### config.mk
export PLATFORM = sky130hd
export DESIGN_NAME = seg_display_mux
export DESIGN_NICKNAME = d
export VERILOG_FILES = /design/src/rtl/seg_display_mux.sv
export SDC_FILE = /design/constraint.sdc
export NUM_CORES = 1
export LEC_CHECK = 0
export ABC_AREA = 1
export CORE_ASPECT_RATIO = 0.8
export CORE_MARGIN = 2
export CORE_UTILIZATION = 30
export CTS_CLUSTER_SIZE = 25
export DETAILED_ROUTE_END_ITERATION = 8
export SETUP_SLACK_MARGIN = 0.15
export SYNTH_ARGS = -nofsm -noshare
export SYNTH_HDL_FRONTEND = slang
export SYNTH_SLANG_ARGS = --single-unit
### constraint.sdc
create_clock -name CLK -period 2.5 [get_ports CLK]
set_clock_uncertainty 0.15 [all_clocks]
set_input_delay 0.625 -clock CLK [delete_from_list [all_inputs] [get_ports CLK]]
set_output_delay 0.625 -clock CLK [all_outputs]
set_load 0.02 [all_outputs]
### src/rtl/seg_display_mux.sv
// Time-multiplexed 7-segment display driver.
// Frame snapshot, leading-zero blanking, dead-time and PWM brightness.
module seg_display_mux #(
    parameter int NUM_DIGITS   = 4,
    parameter int DIGIT_CYCLES = 200000,
    parameter int DEAD_CYCLES  = 16,
    parameter int PWM_BITS     = 4
) (
    input  logic                    CLK,
    input  logic                    RESET,
    input  logic [4*NUM_DIGITS-1:0] DIGITS,
    input  logic [NUM_DIGITS-1:0]   DP_IN,
    input  logic [NUM_DIGITS-1:0]   BLANK,
    input  logic                    LZ_SUPPRESS,
    input  logic [PWM_BITS-1:0]     BRIGHTNESS,
    input  logic                    ENABLE,
    output logic [NUM_DIGITS-1:0]   ANODE,
    output logic [7:0]              CATHODE,
    output logic                    FRAME_TICK
);

    localparam int CW = (DIGIT_CYCLES > 1) ? $clog2(DIGIT_CYCLES) : 1;
    localparam int IW = (NUM_DIGITS > 1) ? $clog2(NUM_DIGITS) : 1;
    localparam logic [CW-1:0] CNT_LAST = CW'(DIGIT_CYCLES - 1);
    localparam logic [IW-1:0] IDX_LAST = IW'(NUM_DIGITS - 1);

    logic [CW-1:0]           cnt;
    logic [IW-1:0]           idx;
    logic [4*NUM_DIGITS-1:0] snap_dig;
    logic [NUM_DIGITS-1:0]   snap_dp;
    logic [NUM_DIGITS-1:0]   snap_blank;
    logic                    snap_lz;

    logic                    frame_start;
    logic [4*NUM_DIGITS-1:0] eff_dig;
    logic [NUM_DIGITS-1:0]   eff_dp;
    logic [NUM_DIGITS-1:0]   eff_blank;
    logic                    eff_lz;
    logic [NUM_DIGITS-1:0]   lz;
    logic                    run;
    logic [3:0]              cur_dig;
    logic                    cur_dp;
    logic                    cur_dark;
    logic                    pwm;
    logic                    lit;
    logic [NUM_DIGITS-1:0]   anode_d;
    logic [7:0]              cathode_d;

    function automatic logic [6:0] glyph(input logic [3:0] d);
        logic [6:0] g;
        unique case (d)
            4'h0: g = 7'b0000001;
            4'h1: g = 7'b1001111;
            4'h2: g = 7'b0010010;
            4'h3: g = 7'b0000110;
            4'h4: g = 7'b1001100;
            4'h5: g = 7'b0100100;
            4'h6: g = 7'b0100000;
            4'h7: g = 7'b0001111;
            4'h8: g = 7'b0000000;
            4'h9: g = 7'b0000100;
            4'hA: g = 7'b0001000;
            4'hB: g = 7'b1100000;
            4'hC: g = 7'b0110001;
            4'hD: g = 7'b1000010;
            4'hE: g = 7'b0110000;
            4'hF: g = 7'b0111000;
        endcase
        return g;
    endfunction

    // The snapshot cycle displays the freshly latched inputs, not the stale frame.
    assign frame_start = (cnt == '0) && (idx == '0);
    assign eff_dig     = frame_start ? DIGITS      : snap_dig;
    assign eff_dp      = frame_start ? DP_IN       : snap_dp;
    assign eff_blank   = frame_start ? BLANK       : snap_blank;
    assign eff_lz      = frame_start ? LZ_SUPPRESS : snap_lz;

    always_comb begin
        lz  = '0;
        run = 1'b1;
        for (int i = NUM_DIGITS - 1; i >= 1; i--) begin
            run   = run & (eff_dig[4*i +: 4] == 4'h0);
            lz[i] = eff_lz & run;
        end
    end

    always_comb begin
        cur_dig  = 4'h0;
        cur_dp   = 1'b0;
        cur_dark = 1'b1;
        for (int i = 0; i < NUM_DIGITS; i++) begin
            if (idx == IW'(i)) begin
                cur_dig  = eff_dig[4*i +: 4];
                cur_dp   = eff_dp[i];
                cur_dark = eff_blank[i] | lz[i];
            end
        end
        cur_dark = cur_dark | ~ENABLE;
    end

    always_comb begin
        pwm = 1'b0;
        if (BRIGHTNESS == '1)
            pwm = 1'b1;
        else if (BRIGHTNESS != '0)
            pwm = cnt[PWM_BITS-1:0] < BRIGHTNESS;
    end

    assign lit = !cur_dark && (int'(cnt) >= DEAD_CYCLES) && pwm;

    always_comb begin
        anode_d = '1;
        for (int i = 0; i < NUM_DIGITS; i++) begin
            if (lit && idx == IW'(i))
                anode_d[i] = 1'b0;
        end
        cathode_d = cur_dark ? 8'hFF : {glyph(cur_dig), ~cur_dp};
    end

    always_ff @(posedge CLK) begin
        if (RESET) begin
            cnt        <= '0;
            idx        <= '0;
            snap_dig   <= '0;
            snap_dp    <= '0;
            snap_blank <= '0;
            snap_lz    <= 1'b0;
            ANODE      <= '1;
            CATHODE    <= 8'hFF;
            FRAME_TICK <= 1'b0;
        end else begin
            if (cnt == CNT_LAST) begin
                cnt <= '0;
                idx <= (idx == IDX_LAST) ? '0 : idx + 1'b1;
            end else begin
                cnt <= cnt + 1'b1;
            end
            if (frame_start) begin
                snap_dig   <= DIGITS;
                snap_dp    <= DP_IN;
                snap_blank <= BLANK;
                snap_lz    <= LZ_SUPPRESS;
            end
            ANODE      <= anode_d;
            CATHODE    <= cathode_d;
            FRAME_TICK <= frame_start;
        end
    end

endmodule
==> impl_metrics.py <==
metrics = {
    "run_status": {
        "outcome": "complete, no violations",
    },
    "timing": {
        "worstMarginPinSlew_ns": 0.4234,
        "finalSetupViolations": 0,
        "period_needed_ns": 2.490,
        "min_period_over_period_pct": 99.61,
        "finalHoldViolations": 0,
        "slew_viol_final": 0,
        "fmax_mhz": 401.6,
        "rsz0062_at_grt": "yes",
        "slew_headroom_pct": 71.67,
    },
    "final_layout": {
        "finalNonFillerCells": 694,
        "antennaDiodeCount": 0,
        "fin_area_sq_mm": 0.004822,
        "final_cell_mix": "80 x nand2_1, 55 x dfxtp_1, 50 x inv_1, 50 x buf_4, 45 x nor2_1",
        "postLayoutCoreUtil_pct": 46.72,
        "drive_gt1_share_pct": 31.23,
        "final_nets": 596,
        "layout_commonest_cell": "nand2_1",
        "layout-area-overhead-vs-synth_pct": 51.02,
    },
    "worst_setup_path": {
        "r2r_slack_ns": 0.01,
        "crit_chain": "inv_2 > ha_4 > inv_4 > nor3_4 > nand3_4 > buf_12 > nand2_4 > o21ai_4 > or2_1 > nand2_2 > inv_2 > ha_4 > inv_2 > nand2_1 > nand2_1 > nand2_1 > nand2_1 > inv_1 > nand2_2",
        "path_buf_inv": 6,
        "crit_arrival_ns": 2.57,
        "cp_max_fo": 5,
        "reg2regPathDepth": 19,
        "cp-end-kind": "register",
        "r2r_end": "CATHODE[4]",
        "cp_slowest_cell": "dfxtp_2",
        "max_stage_delay_ns": 0.32,
        "critical_path.top_delay_family": "simple AND/OR/NAND/NOR gates",
        "crit_path_start_kind": "register",
        "cpMostUsedCell": "nand2_1",
        "crit_type": "register to register",
        "r2r_start": "idx[0]",
        "cp.required_ns": 2.58,
        "cp-startpoint": "idx[0]",
    },
    "floorplan": {
        "initial_core_util_pct": 30.93,
        "fp.dieArea_sq_mm": 0.01149,
        "core_sq_mm": 0.01032,
        "die_x_um": 119.3,
        "rows": 33,
        "io_pins": 45,
        "dieHeight_um": 96.28,
    },
    "synth": {
        "synth_area_sq_mm": 0.003193,
        "yosysWarnings": 0,
        "syn-num-nets": 492,
        "syn-instance-count": 445,
        "ys_seq_area_share_pct": 36.36,
        "synth.ff_latch_count": 58,
        "avgSynthCellArea_sq_um": 7.175,
        "ys_types": 41,
    },
    "clock_tree": {
        "tritoncts": "built",
        "cts_hold_buffers": 0,
        "clockRootBuffer": "clkbuf_16",
        "cts_buffer_depth": 2,
        "h-tree-depth": 3,
        "numCtsBuffers": 9,
        "insertion_delay_ns": 0.33,
        "clk_pin_slew_ns": 0.05,
        "clock-sinks": 58,
    },
    "min_path": {
        "whs_path_depth": 2,
        "hold_path.class": "register to register",
        "worstHoldEndpoint": "snap_dp[0]",
        "worstHoldStart": "snap_dp[0]",
    },
    "global_routing": {
        "track_usage_pct": 16.36,
        "grt_pass1_vias": 3112,
        "overflow": 0,
        "grt_start_max_net_pins": 21,
        "grt_pass1_wl_um": 14600,
        "antenna_found_initial": 0,
    },
    "placement": {
        "place.detailed.hpwl_um": 6217,
        "dp.cells": 655,
        "dpl_cell_area_sq_mm": 0.004080,
        "io_buffer_count": 44,
        "gp_congestion": 0.8360,
    },
    "routing": {
        "dr_total_vias": 3216,
        "vias_per_cell": 4.634,
        "drc": 0,
        "ant_nets": 0,
        "drt_iter0_drc": 208,
        "drtPass1Iterations": 4,
        "routed_wl_um": 8840,
        "wl_per_cell_um": 12.74,
    },
    "power": {
        "power.leakage_nw": 2.163,
        "power.density_mw_per_mm2": 641.0,
        "ir_drop_v": 0.0003700,
        "power_mw": 3.091,
    },
    "flow_run": {
        "max-cap-violations": 0,
    },
}
==> state kept, by name, indices dropped and copies added, names as in the netlist, 2 cells and up <==
register and count:
cnt 18, snap_dig 16, CATHODE 8, ANODE 4, snap_blank 4, snap_dp 4
idx 2
==> power breakdown <==
part | internal [mW] | switching, mW
logic | 0.380 | 0.460
registers | 0.992 | 0.0171
clock network | 0.824 | 0.417
total | 2.20 | 0.894
==> cells by family after synthesis <==
logic type | after synthesis | share of synthesized area, %
xor gates and xnor gates | 3 | 0.8230
adders and majority gates | 15 | 5.878
DFF | 58 | 36.36
AOI/OAI and AO/OA | 52 | 9.561
muxes | 3 | 0.9405
and+or+nand+nor | 242 | 36.68
buffers and inverters | 72 | 9.757
==> how the worst max path moves through the flow <==
stage                      end  cells past startpoint
floorplan           CATHODE[4]                     19
global placement      ANODE[3]                     10
detailed placement    ANODE[3]                     10
CTS                   ANODE[1]                     17
global route        CATHODE[4]                     20
finish              CATHODE[4]                     19
==> per-stage QoR <==
stage | hold WS, ns | setup slack (ns) | TNS (ns)
after detailed placement | 0.3136 | -0.2991 | -1.419
after floorplan | 0.2915 | 0.1304 | 0
after global routing | 0.3513 | -0.1480 | -1.101
final | 0.3154 | 0.009839 | 0
after global placement | 0.3027 | -0.2096 | -1.031
after CTS | 0.3210 | 0.08760 | 0
==> cell type report <==
cell class              instances  area [sq um]
clock buffers                  14         264.0
multi-input cells             315          1949
inverters                      61         237.7
clock inverters                 2         35.03
repair buffers                104         996.0
fillers                      1029          5500
flip-flops and latches         58          1165
well taps                     140         175.2
==> cell usage after synthesis, drive strengths merged <==
| master | count | area [sq um] |
|---|---|---|
| nor2 | 64 | 280.3 |
| o21ai | 18 | 105.1 |
| nand4 | 20 | 125.1 |
| xor2 | 3 | 26.28 |
| a21boi | 2 | 15.01 |
| nor3 | 4 | 31.28 |
| o21a | 1 | 7.510 |
| buf | 8 | 70.06 |
| clkbuf | 3 | 11.26 |
| a21oi | 24 | 127.6 |
| ha | 15 | 187.7 |
| clkinv | 3 | 12.51 |
| nand3b | 1 | 7.510 |
| a31oi | 2 | 12.51 |
| mux2i | 3 | 30.03 |
| nor4 | 3 | 33.78 |
| o31ai | 1 | 7.510 |
| inv | 58 | 217.7 |
| nor3b | 2 | 20.02 |
| dfxtp | 58 | 1161 |
| o211ai | 1 | 7.510 |
| or2 | 3 | 18.77 |
| a211oi | 2 | 15.01 |
| nand2 | 117 | 504.2 |
| a21o | 1 | 7.510 |
| nand3 | 28 | 150.1 |
==> metal layers <==
| metal | vias up | part of all wire [%] | global-route usage [%] |
|---|---|---|---|
| met1 | 1478 | 48 | 21.49 |
| met4 | 0 | 1.6 | 5.882 |
| met5 | - | 0 | 0 |
| li1 | 1649 | - | - |
| met3 | 12 | 4.5 | 3.791 |
| met2 | 77 | 46 | 26.53 |
==> repair_timing <==
action,4_1_cts,5_1_grt
endpoints found under the hold margin,0,0
setup buffers,12,8
pin swaps,25,8
endpoints found under the setup margin,13,32
cloned,2,1
resized for setup,27,38
==> worst reg2reg max path: stages (launching register included) <==
cell and delay, ns:
dfxtp_2 0.32, inv_2 0.07, ha_4 0.14, inv_4 0.03
nor3_4 0.17, nand3_4 0.20, buf_12 0.20, nand2_4 0.06
o21ai_4 0.05, or2_1 0.22, nand2_2 0.12, inv_2 0.07
ha_4 0.27, inv_2 0.03, nand2_1 0.05, nand2_1 0.04
nand2_1 0.05, nand2_1 0.04, inv_1 0.05, nand2_2 0.04
Note: power is estimated with default switching activity, not from simulation.
